--- config.mk ---
export PLATFORM = sky130hd
export DESIGN_NAME = pipelined_mul_unit
export DESIGN_NICKNAME = d
export VERILOG_FILES = /design/src/rtl/pipelined_mul_unit.sv
export SDC_FILE = /design/constraint.sdc
export NUM_CORES = 2
export LEC_CHECK = 0
export BUFFER_PORTS_ARGS = -buffer_cell sky130_fd_sc_hd__buf_2
export CORE_MARGIN = 2
export CORE_UTILIZATION = 39
export CTS_BUF_LIST = sky130_fd_sc_hd__clkbuf_4 sky130_fd_sc_hd__clkbuf_8
export CTS_CLUSTER_SIZE = 25
export DETAILED_ROUTE_END_ITERATION = 8
export PLACE_DENSITY = 0.61
export SLEW_MARGIN = 20
export SYNTH_ARGS = -nofsm -noshare
export SYNTH_HDL_FRONTEND = slang
export SYNTH_SLANG_ARGS = --single-unit
--- constraint.sdc ---
create_clock -name clk_i -period 7.1 [get_ports clk_i]
set_input_delay 0.71 -clock clk_i [delete_from_list [all_inputs] [get_ports clk_i]]
set_output_delay 0.71 -clock clk_i [all_outputs]
set_load 0.005 [all_outputs]
--- src/rtl/pipelined_mul_unit.sv ---
// Fully pipelined RV32M multiply unit (MUL/MULH/MULHSU/MULHU) with an in-order result FIFO
// and credit-based issue back-pressure. Define MUL_UNIT_PERF_CNT_EN to add performance counters.
module pipelined_mul_unit #(
  parameter int DATA_W       = 32,
  parameter int TAG_W        = 4,
  parameter int ROB_W        = 4,
  parameter int STAGES       = 3,
  parameter int RESULT_DEPTH = 4
) (
  input  logic              clk_i,
  input  logic              reset_n_i,
  input  logic              issue_valid_i,
  output logic              issue_ready_o,
  input  logic [1:0]        issue_op_i,
  input  logic [DATA_W-1:0] issue_a_i,
  input  logic [DATA_W-1:0] issue_b_i,
  input  logic [TAG_W-1:0]  issue_tag_i,
  input  logic [ROB_W-1:0]  issue_rob_i,
  input  logic              flush_i,
  input  logic              cdb_grant_i,
  output logic              result_valid_o,
  output logic [DATA_W-1:0] result_data_o,
  output logic [TAG_W-1:0]  result_tag_o,
  output logic [ROB_W-1:0]  result_rob_o,
  output logic              busy_o
`ifdef MUL_UNIT_PERF_CNT_EN
  ,
  output logic [31:0]       perf_issued_o,
  output logic [31:0]       perf_stall_o
`endif
);

  typedef enum logic [1:0] {
    OP_MUL    = 2'b00,
    OP_MULH   = 2'b01,
    OP_MULHSU = 2'b10,
    OP_MULHU  = 2'b11
  } op_e;

  localparam int PW    = 2 * DATA_W;
  localparam int PTR_W = (RESULT_DEPTH > 1) ? $clog2(RESULT_DEPTH) : 1;
  localparam int OCC_W = $clog2(RESULT_DEPTH + 1);
  localparam logic [OCC_W-1:0] DEPTH_C  = OCC_W'(RESULT_DEPTH);
  localparam logic [PTR_W-1:0] LAST_PTR = PTR_W'(RESULT_DEPTH - 1);

  logic              issue_fire;
  logic              pop;
  logic              fifo_wr;
  logic [OCC_W-1:0]  occ;
  logic [OCC_W-1:0]  fifo_cnt;
  logic [PTR_W-1:0]  rd_ptr;
  logic [PTR_W-1:0]  wr_ptr;

  logic [DATA_W-1:0] fifo_data [RESULT_DEPTH];
  logic [TAG_W-1:0]  fifo_tag  [RESULT_DEPTH];
  logic [ROB_W-1:0]  fifo_rob  [RESULT_DEPTH];

  logic [STAGES-1:0] s_valid;
  logic [1:0]        s_op   [STAGES];
  logic [TAG_W-1:0]  s_tag  [STAGES];
  logic [ROB_W-1:0]  s_rob  [STAGES];
  logic [PW-1:0]     s_prod [STAGES];

  logic              a_sign;
  logic              b_sign;
  logic [PW-1:0]     a_ext;
  logic [PW-1:0]     b_ext;
  logic [PW-1:0]     prod;
  logic [DATA_W-1:0] tail_data;

  // Credits cover both in-flight ops and buffered results, so the FIFO can never overflow.
  assign issue_ready_o  = reset_n_i && (occ < DEPTH_C) && !flush_i;
  assign issue_fire     = issue_valid_i && issue_ready_o;
  assign result_valid_o = (fifo_cnt != '0);
  assign pop            = cdb_grant_i && result_valid_o && !flush_i;
  assign fifo_wr        = s_valid[STAGES-1] && !flush_i;
  assign busy_o         = (occ != '0);

  // Sign-extending to 2*DATA_W makes the truncated unsigned product bit-exact for every flavour.
  always_comb begin
    a_sign = 1'b0;
    b_sign = 1'b0;
    if ((issue_op_i == OP_MULH) || (issue_op_i == OP_MULHSU)) begin
      a_sign = issue_a_i[DATA_W-1];
    end
    if (issue_op_i == OP_MULH) begin
      b_sign = issue_b_i[DATA_W-1];
    end
    a_ext = {{DATA_W{a_sign}}, issue_a_i};
    b_ext = {{DATA_W{b_sign}}, issue_b_i};
    prod  = a_ext * b_ext;
  end

  always_ff @(posedge clk_i or negedge reset_n_i) begin
    if (!reset_n_i) begin
      s_valid <= '0;
      for (int i = 0; i < STAGES; i++) begin
        s_op[i]   <= '0;
        s_tag[i]  <= '0;
        s_rob[i]  <= '0;
        s_prod[i] <= '0;
      end
    end else begin
      s_valid[0] <= issue_fire;
      s_op[0]    <= issue_op_i;
      s_tag[0]   <= issue_tag_i;
      s_rob[0]   <= issue_rob_i;
      s_prod[0]  <= prod;
      for (int i = 1; i < STAGES; i++) begin
        s_valid[i] <= s_valid[i-1] && !flush_i;
        s_op[i]    <= s_op[i-1];
        s_tag[i]   <= s_tag[i-1];
        s_rob[i]   <= s_rob[i-1];
        s_prod[i]  <= s_prod[i-1];
      end
    end
  end

  assign tail_data = (s_op[STAGES-1] == OP_MUL) ? s_prod[STAGES-1][DATA_W-1:0]
                                                 : s_prod[STAGES-1][PW-1:DATA_W];

  always_ff @(posedge clk_i or negedge reset_n_i) begin
    if (!reset_n_i) begin
      rd_ptr   <= '0;
      wr_ptr   <= '0;
      fifo_cnt <= '0;
      for (int i = 0; i < RESULT_DEPTH; i++) begin
        fifo_data[i] <= '0;
        fifo_tag[i]  <= '0;
        fifo_rob[i]  <= '0;
      end
    end else if (flush_i) begin
      rd_ptr   <= '0;
      wr_ptr   <= '0;
      fifo_cnt <= '0;
    end else begin
      if (fifo_wr) begin
        fifo_data[wr_ptr] <= tail_data;
        fifo_tag[wr_ptr]  <= s_tag[STAGES-1];
        fifo_rob[wr_ptr]  <= s_rob[STAGES-1];
        wr_ptr <= (wr_ptr == LAST_PTR) ? '0 : wr_ptr + PTR_W'(1);
      end
      if (pop) begin
        rd_ptr <= (rd_ptr == LAST_PTR) ? '0 : rd_ptr + PTR_W'(1);
      end
      case ({fifo_wr, pop})
        2'b10:   fifo_cnt <= fifo_cnt + OCC_W'(1);
        2'b01:   fifo_cnt <= fifo_cnt - OCC_W'(1);
        default: fifo_cnt <= fifo_cnt;
      endcase
    end
  end

  always_ff @(posedge clk_i or negedge reset_n_i) begin
    if (!reset_n_i) begin
      occ <= '0;
    end else if (flush_i) begin
      occ <= '0;
    end else begin
      case ({issue_fire, pop})
        2'b10:   occ <= occ + OCC_W'(1);
        2'b01:   occ <= occ - OCC_W'(1);
        default: occ <= occ;
      endcase
    end
  end

  assign result_data_o = result_valid_o ? fifo_data[rd_ptr] : '0;
  assign result_tag_o  = result_valid_o ? fifo_tag[rd_ptr]  : '0;
  assign result_rob_o  = result_valid_o ? fifo_rob[rd_ptr]  : '0;

`ifdef MUL_UNIT_PERF_CNT_EN
  // Counters survive a flush; only reset clears them. Both saturate.
  always_ff @(posedge clk_i or negedge reset_n_i) begin
    if (!reset_n_i) begin
      perf_issued_o <= '0;
      perf_stall_o  <= '0;
    end else begin
      if (issue_fire && (perf_issued_o != 32'hFFFF_FFFF)) begin
        perf_issued_o <= perf_issued_o + 32'd1;
      end
      if (result_valid_o && !cdb_grant_i && (perf_stall_o != 32'hFFFF_FFFF)) begin
        perf_stall_o <= perf_stall_o + 32'd1;
      end
    end
  end
`endif

endmodule
==> metrics.txt <==
R2R Path Start fifo_cnt[0]; commonest non-fill, non-tap cell in the layout inv_1; Setup Viol. Count Final 15; final hold violation count 0; worst hold slack around 0.10 ns; via count between 30000 and 40000; Worst Setup End Kind register; number of synthesized flops with an enable pin 0; Starting Density 0.3941; max_cap viols 0; most used cell, CP fa_1; synthesized area just over 0.05 sq mm; Nets around 7000; antenna viol nets, final 0; CTS tree done; via/cell ratio roughly 4.8; Setup CP Type in -> reg; num rows ~130; IO Pins ~120; status finished, violations left; sequential area share after synthesis 0.1932; distinct cell type count after synthesis about 60; PortBufs 121; reg2reg setup slack ~4.6 ns; latest clock arrival within the worst-skew pair approximately 0.62 ns; Mapped Cells around 5100; clk root buf clkbuf_8; worst slack, placed -1.247 ns; total track usage 0.2004; Hold WC Path Type in -> async; core area roughly 0.13 sq mm; Die H between 300 and 400 um; drt pass-1 iters 5; fin crit share 1.068; final WL 132600 um; Main synth FF type dfrtp_1; element type at the critical path start input port; clock skew between 0.02 and 0.03 ns; initial antenna violation count 8; hold_buf cts 0; critical path's slowest cell fa_2; first-pass GRT wire length between 200000 and 250000 um; CTS H-tree lvls 2; Non-Filler Instances between 7000 and 8000; Slew headroom 0.4103; clk slew on worst S/H paths 0.05 ns; largest net degree at the start of global routing 90; average wire per standard cell between 15 and 20 um; mean post-synth cell area 10.02 sq um; Final min period 7.581 ns; critical path arrival 8.06 ns; flops & latches, synth slightly below 400; failing checks setup timing; RSZ-0062 raised after global routing true; Tightest Pin Transition 0.8846 ns; drt first-iter violations ~2000; critical path fanouts, max 7; HPWL Detailed ~110000 um; clock tree buffer depth 3; Net Count, Synth about 6500; DRC viols 0; Placed Cells 7211; fraction of layout instances using a drive strength above 1 0.1880; die area approximately 0.13 sq mm; final worst slack -0.4805 ns; ys async rst share 1.000; final setup TNS -4.106 ns; GP Congestion 0.9105; clock buffer count from CTS just under 60; GRT overflow 0; total number of yosys warnings 0; Max Slew Vio Count 0; WP data required about 7.6 ns; die outline width roughly 370 um; largest stage delay on the critical path 0.62 ns; vias in the first global route about 39000; R2R cell count 8; Max Clock Freq roughly 130 MHz; RR Endpoint fifo_cnt[2]; commonest non-fill, non-tap cells in the layout inv_1 (1131), fa_1 (1100), nand2_1 (931), buf_4 (465), dfrtp_1 (393); CTS sink cnt slightly below 400; Syn-to-layout area delta 18.01%
==> timing repair <==
action	CTS	global route
setup endpoints to repair	28	33
pin swaps	94	86
cloned	1	2
setup buffers	19	18
resized for setup	91	180
==> per-layer routing <==
metal	track usage	part of all wire	up-vias
li1	-	-	15750
met1	0.2785	0.44	18380
met2	0.3339	0.48	978
met3	0.02960	0.060	164
met4	0.04242	0.023	8
met5	0	0.00033	-
==> worst max-delay path, delay by kind of cell <==
family / cells / cell delay (ns)
adders and majority gates: 10 / 4.64
AOI/OAI and AO/OA: 9 / 1.70
buffers and inverters: 7 / 0.51
and+or+nand+nor: 2 / 0.36
xor gates and xnor gates: 1 / 0.13
==> metrics by stage <==
stage                     cell area, sq um  utilization
after floorplan                      51510            -
after global placement               57680       0.4443
after detailed placement             57680       0.4443
after CTS                            59520       0.4585
after global routing                 60370       0.4650
final                                60370       0.4650
==> how the worst max path moves through the flow <==
stage / from / end / depth (start not counted)
floorplan: issue_op_i[0] / s_prod[191] / 28
global placement: issue_op_i[1] / s_prod[191] / 29
detailed placement: issue_op_i[1] / s_prod[191] / 29
CTS: issue_op_i[1] / s_prod[190] / 28
global route: issue_op_i[1] / s_prod[191] / 33
finish: issue_op_i[1] / s_prod[191] / 29
==> synth_stat cells (3+ instances only) <==
cell type | number | area, sq um
inv_1 | 1171 | 4395
fa_1 | 1127 | 22560
nand2_1 | 949 | 3562
dfrtp_1 | 395 | 9884
and2_1 | 334 | 2090
clkbuf_1 | 257 | 964.7
ha_1 | 218 | 2728
o21ai_0 | 156 | 780.8
nor2_1 | 68 | 255.2
a21oi_1 | 57 | 285.3
xnor2_1 | 55 | 481.7
a21o_1 | 40 | 300.3
mux4_2 | 40 | 900.9
mux2i_1 | 36 | 360.4
mux2_2 | 33 | 371.6
xor2_1 | 28 | 245.2
o21a_1 | 13 | 97.59
nand3_1 | 10 | 50.05
a31oi_1 | 9 | 56.30
nor2b_1 | 9 | 56.30
buf_1 | 8 | 30.03
nand4_1 | 8 | 50.05
nor3_1 | 8 | 40.04
or2_2 | 7 | 43.79
o21ai_1 | 6 | 30.03
o21bai_1 | 6 | 45.04
nor4_1 | 5 | 31.28
a21oi_2 | 4 | 35.03
and3_1 | 4 | 25.02
a211o_1 | 3 | 26.28
a211oi_1 | 3 | 22.52
o31ai_1 | 3 | 22.52
or3_1 | 3 | 18.77
==> registers in the layout (all words and copies together) (netlist names) <==
name and count:
fifo_cnt 3, fifo_data 128, fifo_rob 16, fifo_tag 16, occ 3, rd_ptr 2
s_op 6, s_prod 192, s_rob 12, s_tag 12, s_valid 3, wr_ptr 2
==> final cells by class <==
class,instances,area [sq um]
timing repair buffer,668,5757
multi-input combinational,3274,36850
clock inverter,11,155.1
tap,1742,2180
clock buffer,92,1122
fill,12139,69450
sequential,395,9887
inverter,1171,4410
antenna,2,5.005
==> logic make-up (layout without fill, tap and decap cells) <==
| kind of cell | after synthesis | in the layout | synth area share |
|---|---|---|---|
| AOI/OAI and AO/OA | 325 | 325 | 0.03801 |
| xor gates and xnor gates | 83 | 83 | 0.01421 |
| adders and majority gates | 1345 | 1345 | 0.4944 |
| buffers and inverters | 1438 | 1942 | 0.1056 |
| DFF | 395 | 395 | 0.1932 |
| muxes | 109 | 109 | 0.03192 |
| other | 0 | 2 | 0 |
| and+or+nand+nor | 1412 | 1412 | 0.1227 |
Power is not shown: default switching activity piles up to over one toggle a cycle in this logic, so the estimate is an artifact.
